--- src/rtl/axi_rb_pkg.sv ---
// Shared types and helpers for the AXI4 read-burst engine.
// The optional 4 KiB split is controlled by the macro AXI_RB_4K_SPLIT_EN (see axi_rb_burst_calc).
package axi_rb_pkg;

    typedef enum logic [1:0] {IDLE, AR, R, FLUSH} rb_state_t;

    localparam logic [1:0] AXI_BURST_INCR = 2'b01;
    localparam int         AXI_4K         = 4096;

    function automatic int clog2(input int v);
        int r;
        r = 0;
        for (int i = 0; i < 31; i++)
            if ((1 << i) < v) r = i + 1;
        return r;
    endfunction

    function automatic logic [2:0] arsize_for(input int data_w);
        return 3'(clog2(data_w / 8));
    endfunction

endpackage

--- src/rtl/axi_burst_reader_if.sv ---
// Job, AXI4 read (AR/R) and output-stream signals of the burst reader.
// master = the engine, slave = the environment (memory port, job source, sink).
interface axi_burst_reader_if #(
    parameter int ADDR_W = 16,
    parameter int DATA_W = 32,
    parameter int LEN_W  = 16
);
    logic              cfg_valid, cfg_ready;
    logic [ADDR_W-1:0] cfg_addr;
    logic [LEN_W-1:0]  cfg_len;
    logic [ADDR_W-1:0] araddr;
    logic [7:0]        arlen;
    logic [2:0]        arsize;
    logic [1:0]        arburst;
    logic              arvalid, arready;
    logic [DATA_W-1:0] rdata;
    logic              rvalid, rlast, rready;
    logic [DATA_W-1:0] out_data;
    logic              out_valid, out_ready;
    logic              busy, done;

    modport master (
        input  cfg_valid, cfg_addr, cfg_len, arready, rdata, rvalid, rlast, out_ready,
        output cfg_ready, araddr, arlen, arsize, arburst, arvalid, rready,
               out_data, out_valid, busy, done
    );

    modport slave (
        output cfg_valid, cfg_addr, cfg_len, arready, rdata, rvalid, rlast, out_ready,
        input  cfg_ready, araddr, arlen, arsize, arburst, arvalid, rready,
               out_data, out_valid, busy, done
    );

endinterface

--- src/rtl/axi_rb_burst_calc.sv ---
// Combinational burst-length selection: min(rem, MAX_BURST), optionally capped at the next 4 KiB
// boundary when AXI_RB_4K_SPLIT_EN is defined (requires ADDR_W >= 12).
module axi_rb_burst_calc
    import axi_rb_pkg::*;
#(
    parameter int ADDR_W    = 16,
    parameter int DATA_W    = 32,
    parameter int LEN_W     = 16,
    parameter int MAX_BURST = 16
) (
    input  logic [LEN_W-1:0]  rem,
    input  logic [ADDR_W-1:0] cur_addr,
    output logic [8:0]        blen
);
    localparam int SHIFT = clog2(DATA_W / 8);

    logic unused_addr;
    assign unused_addr = ^cur_addr;

`ifdef AXI_RB_4K_SPLIT_EN
    logic [12:0] to_4k;
    assign to_4k = (13'(AXI_4K) - {1'b0, cur_addr[11:0]}) >> SHIFT;

    always_comb begin
        blen = (32'(rem) >= MAX_BURST) ? 9'(MAX_BURST) : 9'(rem);
        if (to_4k < {4'b0, blen}) blen = to_4k[8:0];
    end
`else
    always_comb begin
        blen = (32'(rem) >= MAX_BURST) ? 9'(MAX_BURST) : 9'(rem);
    end
`endif

endmodule

--- src/rtl/axi_burst_reader.sv ---
// AXI4 read-burst engine: splits an (addr, beats) job into INCR bursts and streams beats through a
// one-entry output buffer. Optional 4 KiB burst splitting via AXI_RB_4K_SPLIT_EN.
module axi_burst_reader
    import axi_rb_pkg::*;
#(
    parameter int ADDR_W    = 16,
    parameter int DATA_W    = 32,
    parameter int LEN_W     = 16,
    parameter int MAX_BURST = 16
) (
    input  logic                clk,
    input  logic                rst,
    axi_burst_reader_if.master  bus
);
    localparam int BYTES = DATA_W / 8;

    rb_state_t         state;
    logic [ADDR_W-1:0] cur_addr;
    logic [LEN_W-1:0]  rem;
    logic [8:0]        blen, blen_r, beat_cnt;
    logic              beat;
    logic              unused_rlast;

    axi_rb_burst_calc #(
        .ADDR_W(ADDR_W), .DATA_W(DATA_W), .LEN_W(LEN_W), .MAX_BURST(MAX_BURST)
    ) u_calc (
        .rem(rem), .cur_addr(cur_addr), .blen(blen)
    );

    // rlast is not trusted; the beat counter decides where a burst ends.
    assign unused_rlast = bus.rlast;
    assign bus.arsize   = arsize_for(DATA_W);
    assign bus.arburst  = AXI_BURST_INCR;
    assign bus.rready   = (state == R) && (!bus.out_valid || bus.out_ready);
    assign beat         = bus.rvalid && bus.rready;

    always_ff @(posedge clk) begin
        if (rst) begin
            state         <= IDLE;
            bus.cfg_ready <= 1'b1;
            bus.arvalid   <= 1'b0;
            bus.araddr    <= '0;
            bus.arlen     <= '0;
            bus.out_data  <= '0;
            bus.out_valid <= 1'b0;
            bus.busy      <= 1'b0;
            bus.done      <= 1'b0;
            cur_addr      <= '0;
            rem           <= '0;
            blen_r        <= '0;
            beat_cnt      <= '0;
        end else begin
            bus.done <= 1'b0;

            // A push in the same cycle as a pop keeps the buffer full.
            if (beat) begin
                bus.out_data  <= bus.rdata;
                bus.out_valid <= 1'b1;
            end else if (bus.out_ready) begin
                bus.out_valid <= 1'b0;
            end

            case (state)
                IDLE: if (bus.cfg_valid) begin
                    cur_addr <= bus.cfg_addr;
                    rem      <= bus.cfg_len;
                    if (bus.cfg_len == '0) begin
                        bus.done <= 1'b1;
                    end else begin
                        state         <= AR;
                        bus.busy      <= 1'b1;
                        bus.cfg_ready <= 1'b0;
                    end
                end
                AR: if (!bus.arvalid) begin
                    bus.araddr  <= cur_addr;
                    bus.arlen   <= 8'(blen - 9'd1);
                    blen_r      <= blen;
                    bus.arvalid <= 1'b1;
                end else if (bus.arready) begin
                    bus.arvalid <= 1'b0;
                    beat_cnt    <= blen_r;
                    state       <= R;
                end
                R: if (beat) begin
                    beat_cnt <= beat_cnt - 9'd1;
                    rem      <= rem - LEN_W'(1);
                    if (beat_cnt == 9'd1) begin
                        cur_addr <= cur_addr + ADDR_W'(32'(blen_r) * BYTES);
                        state    <= (rem == LEN_W'(1)) ? FLUSH : AR;
                    end
                end
                FLUSH: if (!bus.out_valid || bus.out_ready) begin
                    bus.done      <= 1'b1;
                    bus.busy      <= 1'b0;
                    bus.cfg_ready <= 1'b1;
                    state         <= IDLE;
                end
                default: state <= IDLE;
            endcase
        end
    end

endmodule

--- src/flat_wrapper.sv ---
// flat-port wrapper written by rule: the top's interface ports become plain ports
module axi_burst_reader_flat import axi_rb_pkg::*;
#(
    parameter int ADDR_W    = 16,
    parameter int DATA_W    = 32,
    parameter int LEN_W     = 16,
    parameter int MAX_BURST = 16
)
  (clk, rst, bus_cfg_valid, bus_cfg_addr, bus_cfg_len, bus_arready, bus_rdata, bus_rvalid, bus_rlast, bus_out_ready, bus_cfg_ready, bus_araddr, bus_arlen, bus_arsize, bus_arburst, bus_arvalid, bus_rready, bus_out_data, bus_out_valid, bus_busy, bus_done);
  axi_burst_reader_if #(.ADDR_W(ADDR_W), .DATA_W(DATA_W), .LEN_W(LEN_W)) bus_i ();
  input  logic clk;
  input  logic rst;
  input wire logic [$bits(bus_i.cfg_valid)-1:0] bus_cfg_valid;
  input wire logic [$bits(bus_i.cfg_addr)-1:0] bus_cfg_addr;
  input wire logic [$bits(bus_i.cfg_len)-1:0] bus_cfg_len;
  input wire logic [$bits(bus_i.arready)-1:0] bus_arready;
  input wire logic [$bits(bus_i.rdata)-1:0] bus_rdata;
  input wire logic [$bits(bus_i.rvalid)-1:0] bus_rvalid;
  input wire logic [$bits(bus_i.rlast)-1:0] bus_rlast;
  input wire logic [$bits(bus_i.out_ready)-1:0] bus_out_ready;
  output wire logic [$bits(bus_i.cfg_ready)-1:0] bus_cfg_ready;
  output wire logic [$bits(bus_i.araddr)-1:0] bus_araddr;
  output wire logic [$bits(bus_i.arlen)-1:0] bus_arlen;
  output wire logic [$bits(bus_i.arsize)-1:0] bus_arsize;
  output wire logic [$bits(bus_i.arburst)-1:0] bus_arburst;
  output wire logic [$bits(bus_i.arvalid)-1:0] bus_arvalid;
  output wire logic [$bits(bus_i.rready)-1:0] bus_rready;
  output wire logic [$bits(bus_i.out_data)-1:0] bus_out_data;
  output wire logic [$bits(bus_i.out_valid)-1:0] bus_out_valid;
  output wire logic [$bits(bus_i.busy)-1:0] bus_busy;
  output wire logic [$bits(bus_i.done)-1:0] bus_done;
  assign bus_i.cfg_valid = bus_cfg_valid;
  assign bus_i.cfg_addr = bus_cfg_addr;
  assign bus_i.cfg_len = bus_cfg_len;
  assign bus_i.arready = bus_arready;
  assign bus_i.rdata = bus_rdata;
  assign bus_i.rvalid = bus_rvalid;
  assign bus_i.rlast = bus_rlast;
  assign bus_i.out_ready = bus_out_ready;
  assign bus_cfg_ready = bus_i.cfg_ready;
  assign bus_araddr = bus_i.araddr;
  assign bus_arlen = bus_i.arlen;
  assign bus_arsize = bus_i.arsize;
  assign bus_arburst = bus_i.arburst;
  assign bus_arvalid = bus_i.arvalid;
  assign bus_rready = bus_i.rready;
  assign bus_out_data = bus_i.out_data;
  assign bus_out_valid = bus_i.out_valid;
  assign bus_busy = bus_i.busy;
  assign bus_done = bus_i.done;
  axi_burst_reader #(.ADDR_W(ADDR_W), .DATA_W(DATA_W), .LEN_W(LEN_W), .MAX_BURST(MAX_BURST)) u_core (.clk(clk), .rst(rst), .bus(bus_i));
endmodule
--- config.mk ---
export PLATFORM = sky130hd
export DESIGN_NAME = axi_burst_reader_flat
export DESIGN_NICKNAME = d
export VERILOG_FILES = /design/src/rtl/axi_rb_pkg.sv /design/src/rtl/axi_burst_reader_if.sv /design/src/rtl/axi_rb_burst_calc.sv /design/src/rtl/axi_burst_reader.sv /design/src/flat_wrapper.sv
export SDC_FILE = /design/constraint.sdc
export NUM_CORES = 1
export LEC_CHECK = 0
export BUFFER_PORTS_ARGS = -buffer_cell sky130_fd_sc_hd__buf_2
export CORE_AREA = 2 2 105 107
export DETAILED_ROUTE_END_ITERATION = 8
export DIE_AREA = 0 0 107 109
export PLACE_DENSITY = 0.86
export REMOVE_ABC_BUFFERS = 1
export SETUP_SLACK_MARGIN = 0.2
export SYNTH_ARGS = -nofsm -noshare
export SYNTH_HDL_FRONTEND = slang
export SYNTH_SLANG_ARGS = --single-unit
--- constraint.sdc ---
create_clock -name clk -period 4.3 [get_ports clk]
set_input_delay 0.86 -clock clk [delete_from_list [all_inputs] [get_ports clk]]
set_output_delay 0.86 -clock clk [all_outputs]
set_load 0.05 [all_outputs]
# Yosys cells after proc, flatten, opt, wreduce, memory -nomap -nowiden
# Cells that the tools add are included.
# op_classes
eq_ne,12
bitwise_logic,1
n_mux,37
n_reduce_logical,16
n_lt_le_gt_ge,1
addsub,4
# op_table
op,n
$mux 16,5
$pmux 16 s2,2
$mux 9,4
$pmux 9 s2,1
$add 16x11->16,1
$eq 16x1->1 const B,1
$ge 16x5->1 const B,1
$logic_not 16->1,1
$mux 2,8
$sub 16x1->16 const B,1
$mux 1,13
$reduce_and 4->1,3
$eq 9x1->1 const B,1
$sub 9x1->9 const B,1
$ne 2x2->1 const B,4
$pmux 2 s4,1
$reduce_bool 2->1,4
$sub 8x1->8 const B,1
$reduce_and 7->1,1
$ne 2x1->1 const B,3
$pmux 1 s2,3
$eq 2x2->1 const B,2
$reduce_and 3->1,1
$eq 2x1->1 const B,1
other kinds (6),7
# totals
wordCells,84
out_inout_bits,67
reg_bits,113
inputBits,71

# Depth between registers and ports, before layout
# logic_depth
word_depth,6
ltp_mapped,9
ltp_nobuf,8

# By module
# From an unflattened synthesis, not the netlist that was laid out.
# unflattened
cells_unflattened,741
hier_area_um2,5808.1
# modules_own_cells
mod,n_inst,seq_area_each_um2,area_each_um2,cells_each
axi_burst_reader,1,2262.2,5698.0,724
axi_rb_burst_calc,1,0.0,110.1,17

# Worst setup path after synthesis
# Ideal clock, no wire load.
# synth_path
path_kind,register to output
start,register u_core.state[0]
end,output port bus_rready
path_stages_with_launch,7
path_slack_ns,1.607
required_ns,3.440
n_path_buf,2
arrival_ns,1.833
path_cell_list,dfxtp_1 inv_1 ha_1 inv_1 clkbuf_1 clkbuf_1 nor2_1
# synth_via
elab_chain_len,2
# synth_lines
element,line_no,text
from (decl),axi_burst_reader.sv:17,rb_state_t state;
from (signal assigned),axi_burst_reader.sv:90,state <= (rem == LEN_W'(1)) ? FLUSH : AR;
$eq 2x2->1,axi_burst_reader.sv:34,assign bus.rready = (state == R) && (!bus.out_valid || bus.out_ready);
$logic_and 1x1->1,axi_burst_reader.sv:34,
to (decl),flat_wrapper.sv:27,output wire logic [$bits(bus_i.rready)-1:0] bus_rready;
# Every way passes these cells.

# Worst setup path after layout
# Same ends and word-level chain as after synthesis.

==> run summary <==
First-pass GRT wire length -> 24310 um
Sw frac -> 0.4166
Layout cells sized above 1 -> 0.2300
Final setup skew -> 0.008936 ns
NumNets Final -> 917
Total stage count of the critical path -> 5
CP max FO -> 37
H-tree depth reported by CTS -> 4
Most common cell in the netlist -> nand2_1
CTS tree -> done
RePlAce Congestion -> 0.8476
Setup crit end -> bus_rready
Slew @ Worst Pin -> 1.260 ns
Starting Density -> 0.5309
Die width -> 107 um
Detailed Routing Iterations Pass 1 -> 6
Overall global routing resource usage -> 0.2579
Avg Vias per Cell -> 5.794
Status -> complete, no violations
CP delay by family, top -> adder cells
Crit-path most repeated cell -> inv_1
Worst EP arrival -> 2.31 ns
Post-synthesis async set-or-reset flop share -> 0
Met1 wire length -> 6656 um
Number of flops mapped to enable cells by yosys -> 0
Slowest Stage Delay on Critical Path -> 0.71 ns
Synth Flop Type -> dfxtp_1
Worst path bufs/invs -> 3
Drt total wl -> 14970 um
Power share of the combinational group -> 0.399
Ys Warns -> 0
Clock buffer depth -> 2
DRC Markers -> 0
CP Class -> reg2out
Via count -> 5672
Crit path time final -> 3.167 ns
Antenna cell count -> 0
Remaining antenna violation count -> 0
Worst reg2reg setup slack -> 1.29 ns
Reg-to-Reg End -> u_core.beat_cnt[5]
MaxCap Viol Count -> 0
Fin util -> 0.6531
Met2 WL -> 7024 um
Startpoint type of the worst setup path -> flip-flop
Crit share post-route -> 0.7365
Fmax -> 315.8 MHz
CP Cell Sequence -> inv_1 > ha_2 > inv_1 > nor2_1 > buf_2
Worst Hold Class -> reg2reg
Worst-Skew Late Latency -> 0.52 ns
Req. time, crit path -> 3.44 ns
CP max-delay cell -> ha_2
Reg clk slew, reported paths -> 0.06 ns
Cell Area, Synth -> 5629 um^2
Core area -> 10600 um^2
Per-cell routed wire length -> 15.29 um
Number of synthesized register bits -> 113
Layout fillers -> 914
Max_slew headroom -> 0.1599
Setup Buffers After CTS -> 0
WL met3 -> 1062 um
Final hold violation count -> 0
Hold buffers post-CTS -> 0
Die Area -> 11660 um^2
Fin. max-slew vios -> 0
Die Ht -> 109 um
Share of Yosys cell area claimed by the top area cell type -> 0.4019
Pleak -> 2.822 nW
PortBufs -> 131
Max IR drop VDD -> 0.0003907 V
Largest net degree at the start of global routing -> 55
Reg2reg start -> u_core.state[0]
Internal -> 2.916 mW
Setup violations, final -> 0
Power per standard cell area -> 721.8 nW/um^2
Initial drt markers -> 484
Yosys top cell by area -> dfxtp_1
Clock network power share -> 0.300
Top post-synthesis cells by area -> dfxtp_1, nand2_1, a21oi_1
CTS sink cnt -> 113
Root buf cell -> clkbuf_8
Library cells used by synthesis -> 69
Ports -> 138
Grt total ovfl -> 0
Psw -> 2.082 mW
Seq/Total Area, Yosys -> 0.4019
Number of global-route vias before repair -> 5227
CTS Buf Count -> 17
Initial antenna violation count -> 0
Critical path origin -> u_core.state[0]
CP Capture Type -> output port
DR top layer -> met4
R2R depth -> 8
Syn Area/Cell -> 7.840 um^2
RSZ-0062 raised after global routing -> false
Seq pwr share -> 0.301
Tot Pwr -> 4.998 mW
Post-Syn Instances -> 718
Post-synth top cells -> nand2_1, dfxtp_1, a21oi_1, o21ai_0, nor2_1
Std-Cell Rows -> 38
Post-DP HPWL -> 9757 um
Area Overhead vs Synth -> 23.01%
# resized after CTS -> 0
-- layout make-up --
class	count	area (um^2)	area share
tap	140	175.2	0.02530
sequential	113	2262	0.3267
multi-input combinational	536	3067	0.4429
inverter	19	71.32	0.01030
clock buffer	19	421.7	0.06090
timing repair buffer	139	715.7	0.1034
clock inverter	13	211.5	0.03054
-- cells by family (layout without fill, tap and decap cells) --
kind of cell	after synthesis	in the layout	share of synthesized area
XOR/XNOR	2	2	0.003112
adder cells (fa/ha/maj)	20	20	0.04579
AO/OA/AOI/OAI	223	223	0.2487
multiplexers	5	5	0.009113
buffers and inverters	72	190	0.05713
AND/OR/NAND/NOR	281	281	0.2329
other	2	5	0.001334
flip-flops	113	113	0.4019
-- worst min-delay path, stage by stage, from the launching register on --
cell	delay (ns)
dfxtp_1	0.30
nand2_1	0.05
a21oi_1	0.05
-- worst min path at each step --
stage                                    to  slack (ns)  depth (start not counted)                    start
finish              u_core.bus.out_data[10]        0.45                          2  u_core.bus.out_data[10]
global route        u_core.bus.out_data[14]        0.47                          2  u_core.bus.out_data[14]
CTS                 u_core.bus.out_data[12]        0.45                          2  u_core.bus.out_data[12]
detailed placement  u_core.bus.out_data[27]        0.44                          2  u_core.bus.out_data[27]
global placement     u_core.bus.out_data[4]        0.44                          2   u_core.bus.out_data[4]
floorplan              u_core.bus.araddr[0]        0.43                          2       u_core.cur_addr[0]
-- through the flow --
step	cell area, um^2	hold WS [ns]	setup WS [ns]	setup TNS (ns)	instances
after global routing	6924	0.4679	1.007	0	979
after CTS	6924	0.4519	1.167	0	979
after global placement	6291	0.4383	1.518	0	947
after detailed placement	6291	0.4439	1.432	0	947
after floorplan	5390	0.4262	-0.4452	-14.50	668
final	6924	0.4495	1.133	0	979
-- power by group through the flow --
stage | Combinational (mW) | Clock (mW) | Sequential (mW)
global placement | 1.89 | 0 | 1.51
global route | 2.18 | 1.56 | 1.54
detailed placement | 1.94 | 0 | 1.51
finish | 1.99 | 1.50 | 1.50
CTS | 1.97 | 1.52 | 1.50
floorplan | 1.18 | 0 | 1.75
-- placed cells by master, fill, tap and decap left out, drive strengths merged, types with 3 or more instances in the layout --
cell type  synthesis  routed
a211oi            21      21
a21o               7       7
a21oi            101     101
a311oi             4       4
a31o               3       3
a31oi              8       8
and2               3       3
and3               7       7
buf               23     139
bufinv             0       5
clkbuf            30      19
clkinv             0       7
conb               2       5
dfxtp            113     113
ha                19      19
inv               19      19
mux2i              4       4
nand2            147     147
nand2b             4       4
nand3             17      17
nand3b             3       3
nand4              4       4
nor2              33      33
nor2b             11      11
nor3              16      16
nor3b              5       5
nor4               7       7
nor4b              3       3
o211ai             3       3
o21ai             40      40
o22ai              5       5
o31ai              6       6
o32ai              4       4
or2                4       4
or3                8       8
or4                4       4
-- metal layers --
metal / up-vias / GRT usage
li1: 2761 / -
met1: 2656 / 0.3224
met2: 231 / 0.4318
met3: 24 / 0.06695
met4: 0 / 0.09276
met5: - / 0
-- sequential cells by signal, indices dropped and copies added, names as in the netlist --
name	cells
u_core.bus.araddr	16
u_core.blen_r	9
u_core.rem	16
u_core.bus.out_valid	1
u_core.bus.out_data	32
u_core.cur_addr	16
u_core.bus.cfg_ready	1
u_core.bus.done	1
u_core.beat_cnt	9
u_core.state	2
u_core.bus.arlen	8
u_core.bus.busy	1
u_core.bus.arvalid	1
Power figures use the tool's default switching activity.
